--- src/rtl/fp_pkg.sv ---
// Shared binary32 definitions for the FPU datapath blocks.
package fp_pkg;

  localparam int EXP_W  = 8;
  localparam int FRAC_W = 23;
  localparam logic [EXP_W-1:0] EXP_MAX = 8'hFF;
  localparam int BIAS   = 127;

  typedef struct packed {
    logic              sign;
    logic [EXP_W-1:0]  exp;
    logic [FRAC_W-1:0] frac;
  } fp32_t;

  typedef enum logic [1:0] {
    IDLE  = 2'd0,
    ALIGN = 2'd1,
    NORM  = 2'd2,
    DONE  = 2'd3
  } state_t;

  localparam fp32_t FP_ZERO = '{sign: 1'b0, exp: '0,      frac: '0};
  localparam fp32_t FP_INF  = '{sign: 1'b0, exp: EXP_MAX, frac: '0};

endpackage

--- src/rtl/fp_unpack.sv ---
// Splits a binary32 word into sign, exponent and a 25-bit working fraction
// (carry guard bit, hidden bit, stored fraction). Denormals flush to zero.
module fp_unpack
  import fp_pkg::*;
(
  input  logic [31:0]       i_op,
  output logic              o_sign,
  output logic [EXP_W-1:0]  o_exp,
  output logic [FRAC_W+1:0] o_frac
);

  // Field split with flush-to-zero of exponent-zero operands.
  always_comb begin
    o_sign = i_op[31];
    o_exp  = i_op[30:23];
    o_frac = (i_op[30:23] != '0) ? {2'b01, i_op[22:0]} : '0;
  end

endmodule

--- src/rtl/fsub_iter.sv ---
// Multi-cycle binary32 subtractor, out = a - b. Truncating, flush-to-zero,
// zero on exponent underflow. Normalisation shifts one bit per cycle.
//
//   state | meaning
//   IDLE  | waiting for operands, in_ready high
//   ALIGN | order by magnitude, align smaller fraction, add or subtract
//   NORM  | one carry/left-shift step per cycle until normalised
//   DONE  | result presented, waiting for out_ready
module fsub_iter
  import fp_pkg::*;
#(
  parameter int EXP_W  = 8,
  parameter int FRAC_W = 23
) (
  input  logic        clk,
  input  logic        rst,
  input  logic        in_valid,
  output logic        in_ready,
  input  logic [31:0] a,
  input  logic [31:0] b,
  output logic        out_valid,
  input  logic        out_ready,
  output logic [31:0] out
);

  if (EXP_W != fp_pkg::EXP_W || FRAC_W != fp_pkg::FRAC_W) begin : g_bad_param
    $error("fsub_iter supports binary32 only (EXP_W=8, FRAC_W=23)");
  end

  state_t            r_state;
  state_t            w_state_nxt;
  logic [31:0]       r_a;
  logic [31:0]       r_b;
  logic [FRAC_W+1:0] r_frac;
  logic [EXP_W-1:0]  r_exp;
  logic              r_sign;
  fp32_t             r_out;

  logic              w_sa, w_sb;
  logic [EXP_W-1:0]  w_ea, w_eb;
  logic [FRAC_W+1:0] w_fa, w_fb;

  logic              w_swap;
  logic              w_sl, w_ss;
  logic [EXP_W-1:0]  w_el, w_es, w_exp_diff;
  logic [FRAC_W+1:0] w_fl, w_fs, w_fs_sh, w_sum;

  logic [FRAC_W+1:0] w_frac_rsh;
  logic [EXP_W-1:0]  w_exp_inc, w_exp_dec;
  logic              w_norm_done;

  // r_b holds b with its sign already flipped, so ALIGN sees a + (-b).
  fp_unpack u_unpack_a (
    .i_op   (r_a),
    .o_sign (w_sa),
    .o_exp  (w_ea),
    .o_frac (w_fa)
  );

  fp_unpack u_unpack_b (
    .i_op   (r_b),
    .o_sign (w_sb),
    .o_exp  (w_eb),
    .o_frac (w_fb)
  );

  // Magnitude ordering, alignment shift and signed fraction combine.
  always_comb begin
    w_swap     = (r_a[30:0] < r_b[30:0]);
    w_sl       = w_swap ? w_sb : w_sa;
    w_ss       = w_swap ? w_sa : w_sb;
    w_el       = w_swap ? w_eb : w_ea;
    w_es       = w_swap ? w_ea : w_eb;
    w_fl       = w_swap ? w_fb : w_fa;
    w_fs       = w_swap ? w_fa : w_fb;
    w_exp_diff = w_el - w_es;
    w_fs_sh    = (w_exp_diff >= 8'd25) ? '0 : (w_fs >> w_exp_diff);
    w_sum      = (w_sl != w_ss) ? (w_fl - w_fs_sh) : (w_fl + w_fs_sh);
  end

  // Single normalisation step helpers and the NORM exit condition.
  always_comb begin
    w_frac_rsh  = r_frac >> 1;
    w_exp_inc   = r_exp + 8'd1;
    w_exp_dec   = r_exp - 8'd1;
    w_norm_done = (r_frac == '0) || r_frac[FRAC_W+1] || r_frac[FRAC_W] ||
                  (w_exp_dec == '0);
  end

  // State register.
  always_ff @(posedge clk) begin
    if (rst) r_state <= IDLE;
    else     r_state <= w_state_nxt;
  end

  // Next-state decode.
  always_comb begin
    w_state_nxt = r_state;
    case (r_state)
      IDLE:    if (in_valid)    w_state_nxt = ALIGN;
      ALIGN:                    w_state_nxt = NORM;
      NORM:    if (w_norm_done) w_state_nxt = DONE;
      DONE:    if (out_ready)   w_state_nxt = IDLE;
      default:                  w_state_nxt = IDLE;
    endcase
  end

  // Handshake outputs.
  always_comb begin
    in_ready  = (r_state == IDLE);
    out_valid = (r_state == DONE);
    out       = r_out;
  end

  // Datapath: capture, align/combine, then one normalisation action per cycle.
  always_ff @(posedge clk) begin
    if (rst) begin
      r_a    <= '0;
      r_b    <= '0;
      r_frac <= '0;
      r_exp  <= '0;
      r_sign <= 1'b0;
      r_out  <= FP_ZERO;
    end else begin
      case (r_state)
        IDLE: begin
          if (in_valid) begin
            r_a <= a;
            r_b <= {~b[31], b[30:0]};
          end
        end
        ALIGN: begin
          r_frac <= w_sum;
          r_exp  <= w_el;
          r_sign <= w_sl;
        end
        NORM: begin
          if (r_frac == '0) begin
            r_out <= FP_ZERO;
          end else if (r_frac[FRAC_W+1]) begin
            // Carry out: after the right shift the hidden bit is set, so the
            // result is final this cycle unless the exponent overflowed.
            r_frac <= w_frac_rsh;
            r_exp  <= w_exp_inc;
            if (w_exp_inc == EXP_MAX)
              r_out <= '{sign: r_sign, exp: EXP_MAX, frac: '0};
            else
              r_out <= '{sign: r_sign, exp: w_exp_inc, frac: w_frac_rsh[FRAC_W-1:0]};
          end else if (r_frac[FRAC_W]) begin
            if (r_exp == '0)
              r_out <= FP_ZERO;
            else
              r_out <= '{sign: r_sign, exp: r_exp, frac: r_frac[FRAC_W-1:0]};
          end else begin
            r_frac <= r_frac << 1;
            r_exp  <= w_exp_dec;
            if (w_exp_dec == '0) r_out <= FP_ZERO;
          end
        end
        default: ;
      endcase
    end
  end

endmodule
--- config.mk ---
export PLATFORM = sky130hd
export DESIGN_NAME = fsub_iter
export DESIGN_NICKNAME = d
export VERILOG_FILES = /design/src/rtl/fp_pkg.sv /design/src/rtl/fp_unpack.sv /design/src/rtl/fsub_iter.sv
export SDC_FILE = /design/constraint.sdc
export NUM_CORES = 1
export LEC_CHECK = 0
export CELL_PAD_IN_SITES_DETAIL_PLACEMENT = 0
export CELL_PAD_IN_SITES_GLOBAL_PLACEMENT = 1
export CORE_MARGIN = 2
export CORE_UTILIZATION = 43
export CTS_CLUSTER_SIZE = 8
export DETAILED_ROUTE_END_ITERATION = 10
export PLACE_DENSITY_LB_ADDON = 0.1
export SETUP_SLACK_MARGIN = 0.1
export SLEW_MARGIN = 30
export SYNTH_ARGS = -nofsm -noshare
export SYNTH_HDL_FRONTEND = slang
export SYNTH_SLANG_ARGS = --single-unit
export TNS_END_PERCENT = 100
--- constraint.sdc ---
create_clock -name clk -period 10.4 [get_ports clk]
set_input_delay 3.12 -clock clk [delete_from_list [all_inputs] [get_ports clk]]
set_output_delay 3.12 -clock clk [all_outputs]
set_load 0.01 [all_outputs]
[After elaboration in Yosys (flattened, before gate mapping)]
Index checks and enable logic that the tools add are counted.
Cells by class
  shift-type cells: 1
  bitwise operators: 1
  order comparisons: 2
  reductions and logical operators: 16
  mux-type cells: 28
  add/sub/neg operators: 5
  equality and inequality tests: 10
Operators by type and width (count)
  two-way mux 32 bit: 5
  two-way mux 25 bit: 5
  two-way mux 24 bit: 4
  one-hot mux 25 bit (2 select lines): 1
  two-way mux 8 bit: 5
  < comparator 31 bit: 1
  two-way mux 31 bit: 1
  adder 25 bit: 1
  logical NOT 25 bit: 1
  right shift 25 x 8 -> 25 bit: 1
  subtractor 25 bit: 1
  logical NOT 8 bit: 2
  one-hot mux 8 bit (2 select lines): 1
  nonzero test 8 bit: 2
  adder 8 x 1 -> 8 bit, second input constant: 1
  equality test 8 bit, second input constant: 1
  >= comparator 8 x 5 -> 1 bit, second input constant: 1
  one-hot mux 2 bit (4 select lines): 1
  subtractor 8 x 1 -> 8 bit, second input constant: 1
  subtractor 8 bit: 1
  two-way mux 2 bit: 3
  inequality test 2 bit, second input constant: 3
  AND reduction 2 bit: 3
  AND reduction 3 bit: 2
  11 further kinds: 15
Storage, ports and cells
  register bits: 132
  output and inout port bits: 34
  word-level logic and storage cells: 73
  input bits: 68

[Logic depth before layout (Yosys ltp)]
Gate-level depths: netlist of run 1.
  depth after elaboration: 8
  gate-level depth with buffers: 44

[Cells and area by module]
A second synthesis of run 1 with hierarchy kept.
Unflattened totals
  cell total of the unflattened synthesis: 1744
  area total of the unflattened synthesis: 12401.9 um^2
Modules (own cells, without submodules)
  fsub_iter: sequential area each 2642.5 um^2, instances 1, area each 11731.3 um^2, cells an instance 1662
  fp_unpack: sequential area each 0.0 um^2, instances 2, area each 335.3 um^2, cells an instance 41

[Least setup slack after synthesis of run 1]
Ideal clock, no wire load.
  path kind: register to register
  from: reg r_b[27]
  to: reg r_frac[23]
  arrival: 9018 ps
  cell stages (with the launch flop): 41
  buffers on the path: 8
  setup slack: 1249 ps
  required time: 10267 ps
  period minus slack after synthesis: 9151 ps
  path through: dfxtp_1 > inv_1 > ha_1 > buf_2 > and4_1 > nand4_1 > o21a_1 > nor2_2 > buf_2 > clkbuf_1 > buf_1 > a22oi_1 > ha_1 > clkbuf_1 > buf_1 > clkbuf_1 > clkbuf_1 > nor2_1 > (+5 left out) > ha_1 > a21oi_1 > ha_1 > nor2b_1 > o21ai_0 > a21boi_0 > o21ai_0 > a21boi_0 > o21ai_0 > a21oi_1 > o211a_1 > o41a_1 > o41ai_1 > o21bai_1 > a21o_1 > a211o_1 > o22ai_1 > a21oi_1
On the way
  cells in the longest elaborated chain, start to end: 8
  elaborated cells between the ends (all ways): 18
  those cells by class: add/sub (3); order compare (2); eq/ne (1); shift (1); mux (10); reduce/logical (1)
Ends and longest elaborated chain
  start: declaration: RTL line fsub_iter.sv:33  | logic [31:0] r_b;
  start signal: assignment: RTL line fsub_iter.sv:129  | r_b <= {~b[31], b[30:0]};
  < comparator 31 bit or nonzero test 8 bit (tied branches): RTL line fsub_iter.sv:69, fp_unpack.sv:16
  two-way mux 8 bit (tied with other cells): RTL line fsub_iter.sv:72  | w_el = w_swap ? w_eb : w_ea;
  subtractor 8 bit or two-way mux 25 bit (tied branches): RTL line fsub_iter.sv:76, fsub_iter.sv:75
  right shift 25 x 8 -> 25 bit or >= comparator 8 x 5 -> 1 bit (tied branches): RTL line fsub_iter.sv:77  | w_fs_sh = (w_exp_diff >= 8'd25) ? '0 : (w_fs >> w_exp_diff);
  two-way mux 25 bit: RTL line fsub_iter.sv:77
  adder 25 bit or subtractor 25 bit (tied branches): RTL line fsub_iter.sv:78  | w_sum = (w_sl != w_ss) ? (w_fl - w_fs_sh) : (w_fl + w_fs_sh);
  two-way mux 25 bit *: RTL line fsub_iter.sv:78
  one-hot mux 25 bit (2 select lines) *: RTL line fsub_iter.sv:125  | case (r_state)
  end signal: assignment: RTL line fsub_iter.sv:133  | r_frac <= w_sum;
  end signal: assignment: RTL line fsub_iter.sv:143  | r_frac <= w_frac_rsh;
  end signal: assignment: RTL line fsub_iter.sv:155  | r_frac <= r_frac << 1;
  end: declaration: RTL line fsub_iter.sv:34  | logic [FRAC_W+1:0] r_frac;
Every way passes the cells marked *; elsewhere a longest branch is shown, timed or not.
A chain may end at the register's enable or synchronous reset.

[Worst setup path in the final report of run 1]
  from: reg r_b[26]
  to: reg r_frac[23]
The elaborated chain is that of the path after synthesis.

==> results.tsv, run 1 <==
stage	metric	value	unit
global_routing	GRT Overall Usage	0.2720	
global_routing	Top Usage Layer GRT	met2	
route	drt wl/cell	19.26	microns
synth	cells after synthesis	1565	
route	antenna-violating nets left	0	
sta	RSZ-0062 raised after global routing	false	
global_routing	global routing usage on met2	0.4546	
sta	max-slew violations	0	
synth	FFs w/ async S/R, synth	0	
worst_hold_path	Hold Crit Class	flip-flop to flip-flop	
setup_path	crit path capture type	flip-flop	
sta	final worst slack	1.161	ns
route	violation count after the first detailed-routing iteration	798	
setup_path	crit path max fanout	52	
cts	CTS root buf	clkbuf_16	
global_routing	met1 Track Usage GR	0.3588	
route	DRC Markers	0	
route	routed vias/inst	5.951	
route	via count	11780	
cts	H-tree levels	4	
sta	Setup TNS	0	ns
synth	Synth area leader	dfxtp_1	
sta	fin crit share	0.8883	
sta	final hold viol count	0	
synth	multiplexer share of the synthesized area	0.06195	
layout	final core occ	0.5147	
sta	Setup Viol. Count Final	0	
setup_path	Setup crit start kind	flip-flop	
global_routing	met3 Use GR	0.02860	
global_routing	largest net degree at the start of global routing	69	
synth	Seq/Total Area, Yosys	0.2345	
synth	number of synthesized register bits	132	
synth	Post-synth EDFFs	0	
placement	port bufs	101	
job	Max Cap Viol	0	
setup_path	Crit path largest cell delay	0.46	ns
cts	CTS resizes	0	
cts	TritonCTS clock tree	yes	
layout	# diodes	0	
die	# IOs	102	
outcome	status	finished, final reports clean	
placement	Final HPWL DP	29.00	mm
synth	syn_nets	1699	
synth	Cell variety after synth	89	
synth	largest family of logic cells by synthesized area	compound AO/OA/AOI/OAI gates	
global_routing	first-pass GRT wire length	60.64	mm
die	row count	59	
sta	post-route clock skew	0.01979	ns
synth	post-synth top area share	0.2345	
global_routing	gr ovfl total	0	
sta	worst-margin pin slew	0.9134	ns
synth	Most used DFF post-synth	dfxtp_1	
synth	XOR/XNOR share of the synthesized area	0.03653	
cts	post-CTS setup repair buffer count	0	
setup_path	CP max-delay cell	o32ai_1	
die	die extent in x	165.9	microns
setup_path	CP Data Required Time	10.72	ns
setup_path	Reg2Reg Setup Slack	1.16	ns
route	Post-Route WL	38.13	mm
sta	Tmin final	9.239	ns
cts	CTS Buffer Depth	2	
setup_path	most used cell, CP	a21oi_1	
sta	Max-slew headroom	0.3833	
die	Starting Density	0.4349	
layout	nets	1766	
synth	most common cell in the synthesized netlist	nand2_1	
cts	total CTS buffers	17	
synth	top cells by count, synth	nand2_1 (222), a21oi_1 (168), nor2_1 (151), dfxtp_1 (132), o21ai_0 (85)	
synth	post-synthesis simple-gate area fraction	0.2283	
global_routing	vias in the first global route	10980	
die	die boundary height	165.9	microns
layout	share of layout cells above drive strength 1	0.08146	
cts	Clock Latency Late Sink	0.44	ns
die	Die ar.	27520	sq um
cts	clock-pin slew on the worst setup and hold paths	0.07	ns
setup_path	WS Path Type	flip-flop to flip-flop	
cts	Clock Sinks	132	
layout	P&R area growth vs syn	18.33	%
global_routing	initial antenna violation count	0	
placement	dpl ws	1.257	ns
synth	complex-gate fraction of the synthesized area	0.3069	
synth	Synth Cell Area	11270	sq um
synth	largest cells by area after synthesis	dfxtp_1 (23%), a21oi_1 (7.5%), nand2_1 (7.4%)	
synth	YS warnings	0	
die	CORE AREA	25910	sq um
cts	Post-CTS Hold Buffers	0	
sta	FMAX	0.1082	GHz
setup_path	crit path DAT	9.56	ns
route	drt pass-1 iters	5	
placement	RePlAce Congestion	0.9576	
synth	Adder-Cell Fraction of Synth Area	0.07394	
synth	average cell area after synthesis	7.201	sq um
-- worst max-delay path, delay by kind of cell (launching register included) --
family | cells | cell delay [ns]
AND/OR/NAND/NOR | 5 | 0.68
adder cells (fa/ha/maj) | 4 | 1.38
buffers and inverters | 5 | 1.01
flip-flops | 1 | 0.37
multiplexers | 1 | 0.14
AO/OA/AOI/OAI | 23 | 5.51
-- state kept, by name (all words and copies together) (netlist names) --
register / flops
out: 32
r_a: 32
r_b: 32
r_frac: 25
r_exp: 8
r_state: 2
r_sign: 1
-- through the flow --
stage / area, sq um / cells / hold WS (ns)
after floorplan: 11270 / 1565 / 0.4490
after global placement: 12720 / 1947 / 0.4662
after detailed placement: 12750 / 1948 / 0.4687
after CTS: 13340 / 1980 / 0.4812
after global routing: 13340 / 1980 / 0.5014
final: 13340 / 1980 / 0.4831
-- layout make-up --
| cell class | instances | area [sq um] |
|---|---|---|
| sequential | 132 | 2643 |
| timing repair buffer | 158 | 1469 |
| tap | 335 | 419.2 |
| fill | 2644 | 12580 |
| inverter | 59 | 221.5 |
| multi-input combinational | 1264 | 7999 |
| clock buffer | 17 | 425.4 |
| clock inverter | 15 | 158.9 |
-- routing by layer --
layer	vias up	share of wire
met2	366	0.47
met4	0	0.035
met5	-	0
met1	5480	0.46
met3	57	0.035
li1	5880	-
-- cells by family after synthesis --
group                    count (synthesis)
adder cells (fa/ha/maj)                 66
XOR/XNOR                                47
AO/OA/AOI/OAI                          522
multiplexers                            61
flip-flops                             132
buffers and inverters                  169
AND/OR/NAND/NOR                        568
-- placed cells by master (no fill, tap or decap), drive strengths merged, types with 11 or more instances in the layout --
cell type / instances
o31ai: 18
o211ai: 13
o21ai: 88
a211oi: 60
mux2i: 48
buf: 58
nor2b: 11
a21oi: 168
a22oi: 31
nand2: 225
nor3: 58
nor4: 20
ha: 65
dfxtp: 132
o22ai: 14
clkdlybuf4s50: 100
xnor2: 30
clkbuf: 17
a31oi: 18
nor2: 152
nand3: 36
xor2: 17
inv: 68
a22o: 25
-- path summary, 6_finish.rpt --
kind	to	from	cells after the start
max	r_frac[23]$_SDFFE_PP0P_	r_b[26]$_SDFFE_PP0P_	38
min	r_b[1]$_SDFFE_PP0P_	r_b[1]$_SDFFE_PP0P_	2
max reg2reg	r_frac[23]$_SDFFE_PP0P_	r_b[26]$_SDFFE_PP0P_	38
min reg2reg	r_b[1]$_SDFFE_PP0P_	r_b[1]$_SDFFE_PP0P_	2
Power of run 1 is not shown: default switching activity piles up to over one toggle a cycle in this logic, so the estimate is an artifact.
==> inputs of run 2 (changes only) <==
--- a/config.mk
+++ b/config.mk
@@ -5,6 +5,7 @@
 export SDC_FILE = /design/constraint.sdc
 export NUM_CORES = 1
 export LEC_CHECK = 0
+export CAP_MARGIN = 5
 export CELL_PAD_IN_SITES_DETAIL_PLACEMENT = 0
 export CELL_PAD_IN_SITES_GLOBAL_PLACEMENT = 1
 export CORE_MARGIN = 2
==> results of run 2 <==
The final DEF is identical to that of run 1; final timing and power are the same.
Power of run 2 is left out for the same reason.
